**config.mk**
```make
export PLATFORM = sky130hd
export DESIGN_NAME = div_iter
export DESIGN_NICKNAME = d
export VERILOG_FILES = /design/src/rtl/div_iter.sv
export SDC_FILE = /design/constraint.sdc
export NUM_CORES = 1
export LEC_CHECK = 0
export ABC_CLOCK_PERIOD_IN_PS = 6500
export CORE_MARGIN = 4
export CORE_UTILIZATION = 59
export CTS_BUF_LIST = sky130_fd_sc_hd__clkbuf_2
export CTS_CLUSTER_DIAMETER = 150
export DETAILED_ROUTE_END_ITERATION = 10
export GPL_ROUTABILITY_DRIVEN = 1
export PLACE_DENSITY = 0.91
export SKIP_CTS_REPAIR_TIMING = 1
export SLEW_MARGIN = 25
export SYNTH_ARGS = -nofsm -noshare
export SYNTH_HDL_FRONTEND = slang
export SYNTH_SLANG_ARGS = --single-unit
```
**constraint.sdc**
```tcl
create_clock -name clk -period 6.5 [get_ports clk]
set_clock_uncertainty 0.05 [all_clocks]
set_input_delay 1.3 -clock clk [delete_from_list [all_inputs] [get_ports clk]]
set_output_delay 1.3 -clock clk [all_outputs]
set_load 0.02 [all_outputs]
```
**src/rtl/div_iter.sv**
```systemverilog
`default_nettype none
// ============================================================================
// Module   : div_iter
// Brief    : Multi-cycle radix-2 restoring divider (DIV/DIVU), {rem, quo} out.
// Revision : 1.0 - initial release
// ============================================================================
module div_iter #(
    parameter int WIDTH = 32
) (
    input  logic               clk,
    input  logic               rst,
    input  logic               signed_div_i,
    input  logic [WIDTH-1:0]   opdata1_i,
    input  logic [WIDTH-1:0]   opdata2_i,
    input  logic               start_i,
    input  logic               annul_i,
    output logic [2*WIDTH-1:0] result_o,
    output logic               ready_o,
    output logic               busy_o,
    output logic               dbz_o
);

    localparam int CNT_W = $clog2(WIDTH + 1);
    localparam logic [CNT_W-1:0] c_LAST    = CNT_W'(WIDTH - 1);
    localparam logic [CNT_W-1:0] c_CNT_ONE = CNT_W'(1);
    localparam logic [WIDTH-1:0] c_ONE     = WIDTH'(1);

    typedef enum logic [1:0] {
        FREE   = 2'd0,
        BYZERO = 2'd1,
        ON     = 2'd2,
        END    = 2'd3
    } state_t;

    state_t r_state;
    state_t w_state_next;

    logic [CNT_W-1:0]   r_cnt;
    logic [WIDTH-1:0]   r_rem;
    logic [WIDTH-1:0]   r_dvd;
    logic [WIDTH-1:0]   r_dvs;
    logic               r_neg_q;
    logic               r_neg_r;
    logic [2*WIDTH-1:0] r_result;
    logic               r_ready;
    logic               r_dbz;

    logic               w_accept;
    logic               w_last;
    logic [WIDTH:0]     w_shift;
    logic [WIDTH:0]     w_trial;
    logic [WIDTH-1:0]   w_rem_next;
    logic [WIDTH-1:0]   w_quo_next;
    logic [WIDTH-1:0]   w_abs1;
    logic [WIDTH-1:0]   w_abs2;

    assign w_accept = start_i && !annul_i;
    assign w_last   = (r_cnt == c_LAST);

    // Two's-complement magnitude; the most-negative value maps onto itself,
    // which is exactly its unsigned magnitude.
    assign w_abs1 = (signed_div_i && opdata1_i[WIDTH-1]) ? (~opdata1_i + c_ONE) : opdata1_i;
    assign w_abs2 = (signed_div_i && opdata2_i[WIDTH-1]) ? (~opdata2_i + c_ONE) : opdata2_i;

    // One restoring step: shift in the next dividend bit, trial-subtract.
    assign w_shift    = {r_rem, r_dvd[WIDTH-1]};
    assign w_trial    = w_shift - {1'b0, r_dvs};
    assign w_rem_next = w_trial[WIDTH] ? w_shift[WIDTH-1:0] : w_trial[WIDTH-1:0];
    assign w_quo_next = {r_dvd[WIDTH-2:0], ~w_trial[WIDTH]};

    always_ff @(posedge clk or posedge rst) begin
        if (rst) begin
            r_state <= FREE;
        end else begin
            r_state <= w_state_next;
        end
    end

    always_comb begin
        w_state_next = r_state;
        case (r_state)
            FREE: begin
                if (w_accept) begin
                    w_state_next = (opdata2_i == '0) ? BYZERO : ON;
                end
            end
            BYZERO: w_state_next = END;
            ON: begin
                if (annul_i) begin
                    w_state_next = FREE;
                end else if (w_last) begin
                    w_state_next = END;
                end
            end
            END: begin
                if (!start_i || annul_i) begin
                    w_state_next = FREE;
                end
            end
            default: w_state_next = FREE;
        endcase
    end

    always_ff @(posedge clk or posedge rst) begin
        if (rst) begin
            r_cnt    <= '0;
            r_rem    <= '0;
            r_dvd    <= '0;
            r_dvs    <= '0;
            r_neg_q  <= 1'b0;
            r_neg_r  <= 1'b0;
            r_result <= '0;
            r_ready  <= 1'b0;
            r_dbz    <= 1'b0;
        end else begin
            case (r_state)
                FREE: begin
                    r_ready  <= 1'b0;
                    r_result <= '0;
                    r_dbz    <= 1'b0;
                    if (w_accept && (opdata2_i != '0)) begin
                        r_neg_q <= signed_div_i && (opdata1_i[WIDTH-1] ^ opdata2_i[WIDTH-1]);
                        r_neg_r <= signed_div_i && opdata1_i[WIDTH-1];
                        r_dvd   <= w_abs1;
                        r_dvs   <= w_abs2;
                        r_rem   <= '0;
                        r_cnt   <= '0;
                    end
                end
                BYZERO: begin
                    r_result <= '0;
                    r_dbz    <= 1'b1;
                end
                ON: begin
                    if (annul_i) begin
                        r_result <= '0;
                        r_ready  <= 1'b0;
                    end else begin
                        r_rem <= w_rem_next;
                        r_dvd <= w_quo_next;
                        r_cnt <= r_cnt + c_CNT_ONE;
                        if (w_last) begin
                            r_result <= {(r_neg_r ? -w_rem_next : w_rem_next),
                                         (r_neg_q ? -w_quo_next : w_quo_next)};
                            r_dbz    <= 1'b0;
                        end
                    end
                end
                END: begin
                    if (!start_i || annul_i) begin
                        r_ready  <= 1'b0;
                        r_result <= '0;
                        r_dbz    <= 1'b0;
                    end else begin
                        r_ready <= 1'b1;
                    end
                end
                default: begin
                    r_ready <= 1'b0;
                end
            endcase
        end
    end

    assign result_o = r_result;
    assign ready_o  = r_ready;
    assign dbz_o    = r_dbz;
    assign busy_o   = (r_state == BYZERO) || (r_state == ON);

endmodule
`default_nettype wire

```
# Word-level counts from Yosys, hierarchy flattened
# Cells that the tools add are included.
# totals
reg_bits,172
out_inout_bits,67
inputBits,69
# classes
reduce_logical,21
bitwise_logic,4
n_addsub,6
eq_ne,11
n_mux,31
# ops
operator,count
2-to-1 mux 32 bit,9
2-to-1 mux 64 bit,3
one-hot mux 64 bit (3 select lines),1
one-hot mux 32 bit (2 select lines),2
adder 32 x 1 -> 32 bit (second input constant),2
negation 32 bit,2
NOT 32 bit,2
subtractor 33 x 32 -> 33 bit,1
logical NOT 32 bit,1
nonzero test 32 bit,1
2-to-1 mux 6 bit,2
!= test 2 bit (second input constant),6
one-hot mux 6 bit (2 select lines),1
2-to-1 mux 2 bit,5
AND reduction 3 bit,3
one-hot mux 2 bit (4 select lines),1
adder 6 x 1 -> 6 bit (second input constant),1
== test 6 x 5 -> 1 bit (second input constant),1
AND reduction 2 bit,3
logical AND 1 bit,5
2-to-1 mux 1 bit,5
== test 2 bit (second input constant),2
one-hot mux 1 bit (4 select lines),1
!= test 3 bit (second input constant),1
10 further kinds,12

# Logic depth before layout (Yosys ltp)
# Gate-level depths: netlist of the first run.
# depth
depth_word,7
mapped_depth,25

# Least setup slack after synthesis of the first run
# Ideal clock, no wire load.
# synth_timing
kind,register -> register
start,register r_dvd[31]
end,"register r_result[60], in the netlist result_o[60]"
stages_incl_launch_ff,26
setup_ns,0.131
t_arrival_ns,5.142
path_slack_ns,1.177
synth_period_minus_slack_ns,5.323
path_buffers,3
path_cell_list,dfrtp_1 inv_1 ha_1 inv_1 fa_1 a211oi_2 o211ai_2 a31oi_4 a211oi_4 nor4_4 nor2_8 inv_4 buf_6 buf_6 clkbuf_1 nor2_1 a21oi_1 ha_1 nand2b_1 nand2b_1 or4_1 nor4_1 nor2_1 o41ai_2 xor2_1 o21ai_1
# synth_between
elab_chain_len,7
# synth_lines
element,line,text
from (decl),40,logic [WIDTH-1:0] r_dvd;
from (signal assigned),124,r_dvd <= w_abs1;
from (signal assigned),140,r_dvd <= w_quo_next;
subtractor 33 x 32 -> 33 bit,67,"assign w_trial = w_shift - {1'b0, r_dvs};"
2-to-1 mux 32 bit *,68,assign w_rem_next = w_trial[WIDTH] ? w_shift[WIDTH-1:0] : w_trial[WIDTH-1:0];
negation 32 bit,143,"r_result <= {(r_neg_r ? -w_rem_next : w_rem_next),"
2-to-1 mux 32 bit *,143,
2-to-1 mux 64 bit *,142,if (w_last) begin
2-to-1 mux 64 bit *,135,if (annul_i) begin
one-hot mux 64 bit (3 select lines) *,116,case (r_state)
to (signal assigned),143,
to (decl),44,logic [2*WIDTH-1:0] r_result;
# Every way passes the cells marked *; elsewhere a longest branch is shown, timed or not. The select of a mux whose other input is x is not followed.
# A chain may end at the register's enable or synchronous reset.

# Final worst setup path of the first run
# layout_timing
start,register r_dvd[31]
end,"register r_result[62], in the netlist result_o[62]"
# The elaborated chain is that of the path after synthesis.

==> results of run 1 <==
## synth_stat cells (14+ instances only)
master / number
a211oi_1: 14
a21oi_1: 150
clkbuf_1: 56
dfrtp_1: 172
ha_1: 42
inv_1: 52
mux2i_1: 24
nand2_1: 231
nand2b_1: 15
nand3_1: 19
nor2_1: 130
nor3_1: 37
o21ai_0: 166
o21ai_1: 23
o31ai_1: 27
or3_1: 20
xnor2_1: 61
xor2_1: 73
## worst max-delay path: cells and delay by family (launching register included)
| kind | cells | cell delay [ns] |
|---|---|---|
| and+or+nand+nor | 7 | 2.11 |
| buffers and inverters | 3 | 0.34 |
| AOI/OAI and AO/OA | 7 | 1.64 |
| DFF | 1 | 0.47 |
| adders and majority gates | 3 | 0.85 |
| muxes | 1 | 0.31 |
## stage by stage
stage,std cells,worst slack [ns]
5_1_grt,1913,0.493
4_1_cts,1912,0.824
3_5_place_dp,1880,0.874
3_3_place_gp,1880,1.21
6_report,1913,0.708
2_1_floorplan,1544,0.490
## final cells by class
class                           instances  area [µm²]
Antenna cell                            1        2.50
Clock buffer                           17        85.1
Clock inverter                         15         151
Fill cell                            1664        6350
Inverter                               53         206
Multi-Input combinational cell       1238        7610
Sequential cell                       172        4300
Tap cell                              270         338
Timing Repair Buffer                  147        1450
## kinds of logic after synthesis
family,count (synthesis),synth area share [%]
fa+ha+maj,43,4.38
flops,172,34.5
simple gates,548,20.9
mux,28,2.31
buf+inv,134,4.57
xor+xnor,134,9.42
compound gates,485,23.9
## routing by layer
metal | part of all wire (%) | wire length [µm]
met1 | 43 | 14900
met2 | 44 | 15200
met3 | 11 | 3950
met4 | 2.2 | 771
met5 | 0.037 | 13
## power groups by stage
stage | Sequential [µW] | Combinational [µW] | Clock, µW
CTS | 1660 | 2770 | 571
floorplan | 1690 | 1910 | 0
finish | 1680 | 2800 | 563
global placement | 1670 | 2680 | 0
detailed placement | 1690 | 2760 | 0
global route | 1720 | 3090 | 615
## sequential cells by signal, summed over array words and instances, names as in the netlist, 2 cells and up
| name | cells |
|---|---|
| r_rem | 32 |
| result_o | 64 |
| r_dvs | 32 |
| r_state | 2 |
| r_cnt | 6 |
| r_dvd | 32 |
## final timing paths
check | slack [ns] | to | start
worst max-delay path | 0.71 | result_o[62]$_DFFE_PP0P_ | r_dvd[31]$_DFFE_PP0P_
worst min-delay path | 0.46 | result_o[35]$_DFFE_PP0P_ | result_o[35]$_DFFE_PP0P_
worst max register to register | 0.71 | result_o[62]$_DFFE_PP0P_ | r_dvd[31]$_DFFE_PP0P_
worst min register to register | 0.46 | result_o[35]$_DFFE_PP0P_ | result_o[35]$_DFFE_PP0P_
max in group asynchronous | 4.23 | r_dvs[22]$_DFFE_PP0P_ | rst
min in group asynchronous | 0.83 | result_o[17]$_DFFE_PP0P_ | rst
==> flow_metrics.env, run 1 <==
export IMPL_p_int_uw=2540
export IMPL_drive_above_1_share_pct=5.12
export IMPL_grt_pass1_wl_mm=56.2
export IMPL_place_area_mm2=0.0139
export IMPL_layout_commonest_cell="nand2_1"
export IMPL_clockBufferDepth=2
export IMPL_drc=0
export IMPL_netlist_top_cells_area="dfrtp_1 35%, nand2_1 7.0%, o21ai_0 6.7%"
export IMPL_antenna_found_initial=2
export IMPL_groute_usage_overall_pct=29.1
export IMPL_worstPathRequired_ns=7.22
export IMPL_swShare_pct=49.7
export IMPL_fp_coreArea_mm2=0.0205
export IMPL_hold_depth=2
export IMPL_worst_ep_arrival_time_ns=6.51
export IMPL_setup_tns_ns=0
export IMPL_die_w_um=153
export IMPL_comb_power_share_pct=55.6
export IMPL_nNetsFinal=1741
export IMPL_syn_avg_cell_area_um2=8.07
export IMPL_numPortBuffers=135
export IMPL_endpoint_kind="register"
export IMPL_r2r_cells=21
export IMPL_final_cell_mix="230 x nand2_1, 172 x dfrtp_1, 166 x o21ai_0"
export IMPL_synth_ff_type="dfrtp_1"
export IMPL_design_area_mm2=0.0141
export IMPL_max_freq_ghz=0.173
export IMPL_power_leakage_uw=0.00595
export IMPL_setup_violations=0
export IMPL_relSlewSlack_pct=36.8
export IMPL_cp_start_kind="register"
export IMPL_synth_area_mm2=0.0125
export IMPL_vias_per_cell=6.24
export IMPL_ant_nets=0
export IMPL_yosysUniqueCellTypes=90
export IMPL_period_share_pct=89.1
export IMPL_path_clk_slew_ns=0.28
export IMPL_row_count=52
export IMPL_die_area_mm2=0.0235
export IMPL_syn_inst=1544
export IMPL_syn_nets=1656
export IMPL_drt_pass1_iterations=8
export IMPL_cts_sinks=172
export IMPL_whs_ns=0.461
export IMPL_hold_path_class="reg2reg"
export IMPL_place_congestion=0.989
export IMPL_grt_max_degree=107
export IMPL_wirelength_mm=34.8
export IMPL_wl_per_cell_um=18.2
export IMPL_htree_levels=4
export IMPL_synth_area_leader_cell="dfrtp_1"
export IMPL_rsz0062_at_grt="no"
export IMPL_vias=11900
export IMPL_grt_busiest_layer="met2"
export IMPL_ys_async_sr_fraction_pct=100
export IMPL_vdd_drop_max_mv=0.550
export IMPL_initial_core_util_pct=60.8
export IMPL_ys_ff_latch=172
export IMPL_hpwl_mm=27.0
export IMPL_io_pins=136
export IMPL_yosysWarnings=0
export IMPL_ys_seq_area_share_pct=34.5
export IMPL_status="finished, final reports clean"
export IMPL_slowest_stage="nor4_4"
export IMPL_use_met2_pct=43.9
export IMPL_numCtsBuffers=17
export IMPL_slowest_delay_ns=0.54
export IMPL_drv_cap=0
export IMPL_powerDensity_mw_per_mm2=356
export IMPL_syn_to_final_growth_pct=13.5
export IMPL_path_class="reg2reg"
export IMPL_slew_violations=0
export IMPL_clockRootBuffer="clkbuf_2"
export IMPL_insertion_delay_ns=0.80
export IMPL_synth_edf_count=0
export IMPL_synth_top_cell_area_share_pct=34.5
export IMPL_p_clk_share_pct=11.2
export IMPL_path_max_fanout=19
export IMPL_p_total_uw=5040
export IMPL_grtUsageMet3_pct=6.28
export IMPL_hold_viol=0
export IMPL_cts_tree="yes"
export IMPL_first_iter_violations=1710
export IMPL_overflow=0
export IMPL_p_seq_share_pct=33.2
export IMPL_grt_pass1_vias=10900
export IMPL_crit_chain="inv_1 > ha_1 > inv_1 > fa_1 > a211oi_2 > o211ai_2 > a31oi_4 > a211oi_4 > nor4_4 > nor2_8 > inv_4 > mux2i_1 > ha_1 > nand2b_1 > nand2b_1 > or4_1 > nor4_1 > o2111ai_1 > nand4bb_1 > a211oi_1 > a221o_1"
export IMPL_die_h_um=153
export IMPL_final_util_pct=69.0
export IMPL_p_sw_uw=2500
export IMPL_period_minus_slack_ns=5.79
export IMPL_use_met1_pct=42.8
export IMPL_worst_pin_slew_ns=0.942
Power figures use the tool's default switching activity.
==> run 2, diff against run 1 <==
- GPL_ROUTABILITY_DRIVEN: 1 -> 0
==> run 2 against run 1 <==
Compared with the run above: cell count barely moved; global-route usage fell by 0.38 points; wire length rose by 0.40%; clock power rose by 2%; hold slack improved by 0.0064 ns; maximum frequency rose by 2.9%; utilization barely moved; total power rose by 0.73%; first-iteration DRC count rose by 6.0%; die area did not move; highest routed layer is now met4.
==> flow_metrics.env, run 2 (synthesis results as in run 1) <==
export IMPL_worst_pin_slew_ns=0.922
export IMPL_groute_usage_overall_pct=28.7
export IMPL_ant_nets=0
export IMPL_grt_max_degree=76
export IMPL_syn_to_final_growth_pct=13.5
export IMPL_vias_per_cell=6.34
export IMPL_period_share_pct=86.6
export IMPL_powerDensity_mw_per_mm2=359
export IMPL_die_w_um=153
export IMPL_drv_cap=0
export IMPL_hold_viol=0
export IMPL_initial_core_util_pct=60.8
export IMPL_numPortBuffers=135
export IMPL_worst_ep_arrival_time_ns=6.36
export IMPL_hold_path_class="reg2reg"
export IMPL_max_freq_ghz=0.178
export IMPL_rsz0062_at_grt="no"
export IMPL_cts_sinks=172
export IMPL_die_area_mm2=0.0235
export IMPL_htree_levels=4
export IMPL_r2r_cells=21
export IMPL_setup_violations=0
export IMPL_fillers=1633
export IMPL_period_minus_slack_ns=5.63
export IMPL_antenna_found_initial=1
export IMPL_hold_depth=2
export IMPL_path_max_fanout=18
export IMPL_vdd_drop_max_mv=0.317
export IMPL_slew_violations=0
export IMPL_clockBufferDepth=2
export IMPL_path_class="reg2reg"
export IMPL_final_cell_mix="231 x nand2_1, 172 x dfrtp_1, 166 x o21ai_0"
export IMPL_layout_commonest_cell="nand2_1"
export IMPL_cts_tree="yes"
export IMPL_drt_pass1_iterations=7
export IMPL_relSlewSlack_pct=38.6
export IMPL_fp_coreArea_mm2=0.0205
export IMPL_status="finished, final reports clean"
export IMPL_drive_above_1_share_pct=5.17
export IMPL_insertion_delay_ns=0.80
export IMPL_cp_start_kind="register"
export IMPL_first_iter_violations=1812
export IMPL_wirelength_mm=34.9
export IMPL_numCtsBuffers=17
export IMPL_nNetsFinal=1742
export IMPL_wl_per_cell_um=18.2
export IMPL_overflow=0
export IMPL_hpwl_mm=26.7
export IMPL_path_clk_slew_ns=0.29
export IMPL_grt_pass1_vias=11200
export IMPL_fin_ws_ns=0.870
export IMPL_row_count=52
export IMPL_io_pins=136
export IMPL_power_leakage_uw=0.00596
export IMPL_clockRootBuffer="clkbuf_2"
export IMPL_die_h_um=153
export IMPL_place_ws_ns=1.04
export IMPL_worstPathRequired_ns=7.23
export IMPL_vias=12100
export IMPL_largest_reg_flops=64
export IMPL_endpoint_kind="register"
export IMPL_setup_tns_ns=0
export IMPL_drc=0
export IMPL_grt_pass1_wl_mm=56.1
[run 2: cell type report]
class,instances,area [µm²],area share [%]
Antenna cell,1,2.50,0.0177
Clock buffer,17,85.1,0.602
Clock inverter,15,151,1.07
Inverter,53,206,1.46
Multi-Input combinational cell,1238,7600,53.8
Sequential cell,172,4300,30.4
Tap cell,270,338,2.39
Timing Repair Buffer,148,1450,10.2
[run 2: through the flow]
step / instances / instance area [µm²] / power (µW) / hold slack (ns) / utilization, %
global placement: 1881 / 13900 / 4320 / 0.411 / 67.8
global route: 1914 / 14100 / 5420 / 0.497 / 69.0
CTS: 1913 / 14100 / 5010 / 0.474 / 69.0
floorplan: 1544 / 12500 / 3600 / 0.400 / -
detailed placement: 1881 / 13900 / 4450 / 0.420 / 67.8
finish: 1914 / 14100 / 5080 / 0.468 / 69.0
[run 2: layer usage]
metal	up-vias	wire length [µm]	global-route usage [%]
met5	-	0	0
met4	0	853	8.41
met3	99	4400	6.36
met2	736	15400	44.1
met1	5645	14300	40.9
li1	5660	-	-
[run 2: worst paths after layout]
| path | endpoint | startpoint | slack, ns |
|---|---|---|---|
| worst max-delay path | result_o[62]$_DFFE_PP0P_ | r_dvd[31]$_DFFE_PP0P_ | 0.87 |
| worst min-delay path | result_o[16]$_DFFE_PP0P_ | result_o[16]$_DFFE_PP0P_ | 0.47 |
| worst max register to register | result_o[62]$_DFFE_PP0P_ | r_dvd[31]$_DFFE_PP0P_ | 0.87 |
| worst min register to register | result_o[16]$_DFFE_PP0P_ | result_o[16]$_DFFE_PP0P_ | 0.47 |
| max in group asynchronous | result_o[51]$_DFFE_PP0P_ | rst | 4.40 |
| min in group asynchronous | result_o[6]$_DFFE_PP0P_ | rst | 0.88 |
[run 2: where the power goes]
group	internal, µW	switching, µW
sequential	1370	317
clock	127	447
combinational	1040	1780
total	2540	2540
[run 2: worst max-delay path: stages, from the launching register on]
cell and delay (ns):
dfrtp_1 0.45, inv_1 0.09, ha_1 0.19, inv_1 0.07, fa_1 0.41, a211oi_2 0.31, o211ai_2 0.16, a31oi_4 0.33
a211oi_4 0.14, nor4_4 0.54, nor2_8 0.05, inv_4 0.18, mux2i_1 0.31, ha_1 0.24, nand2b_1 0.11, nand2b_1 0.18
or4_1 0.52, nor4_1 0.41, o2111ai_1 0.20, nand4bb_1 0.28, a211oi_1 0.26, a221o_1 0.13
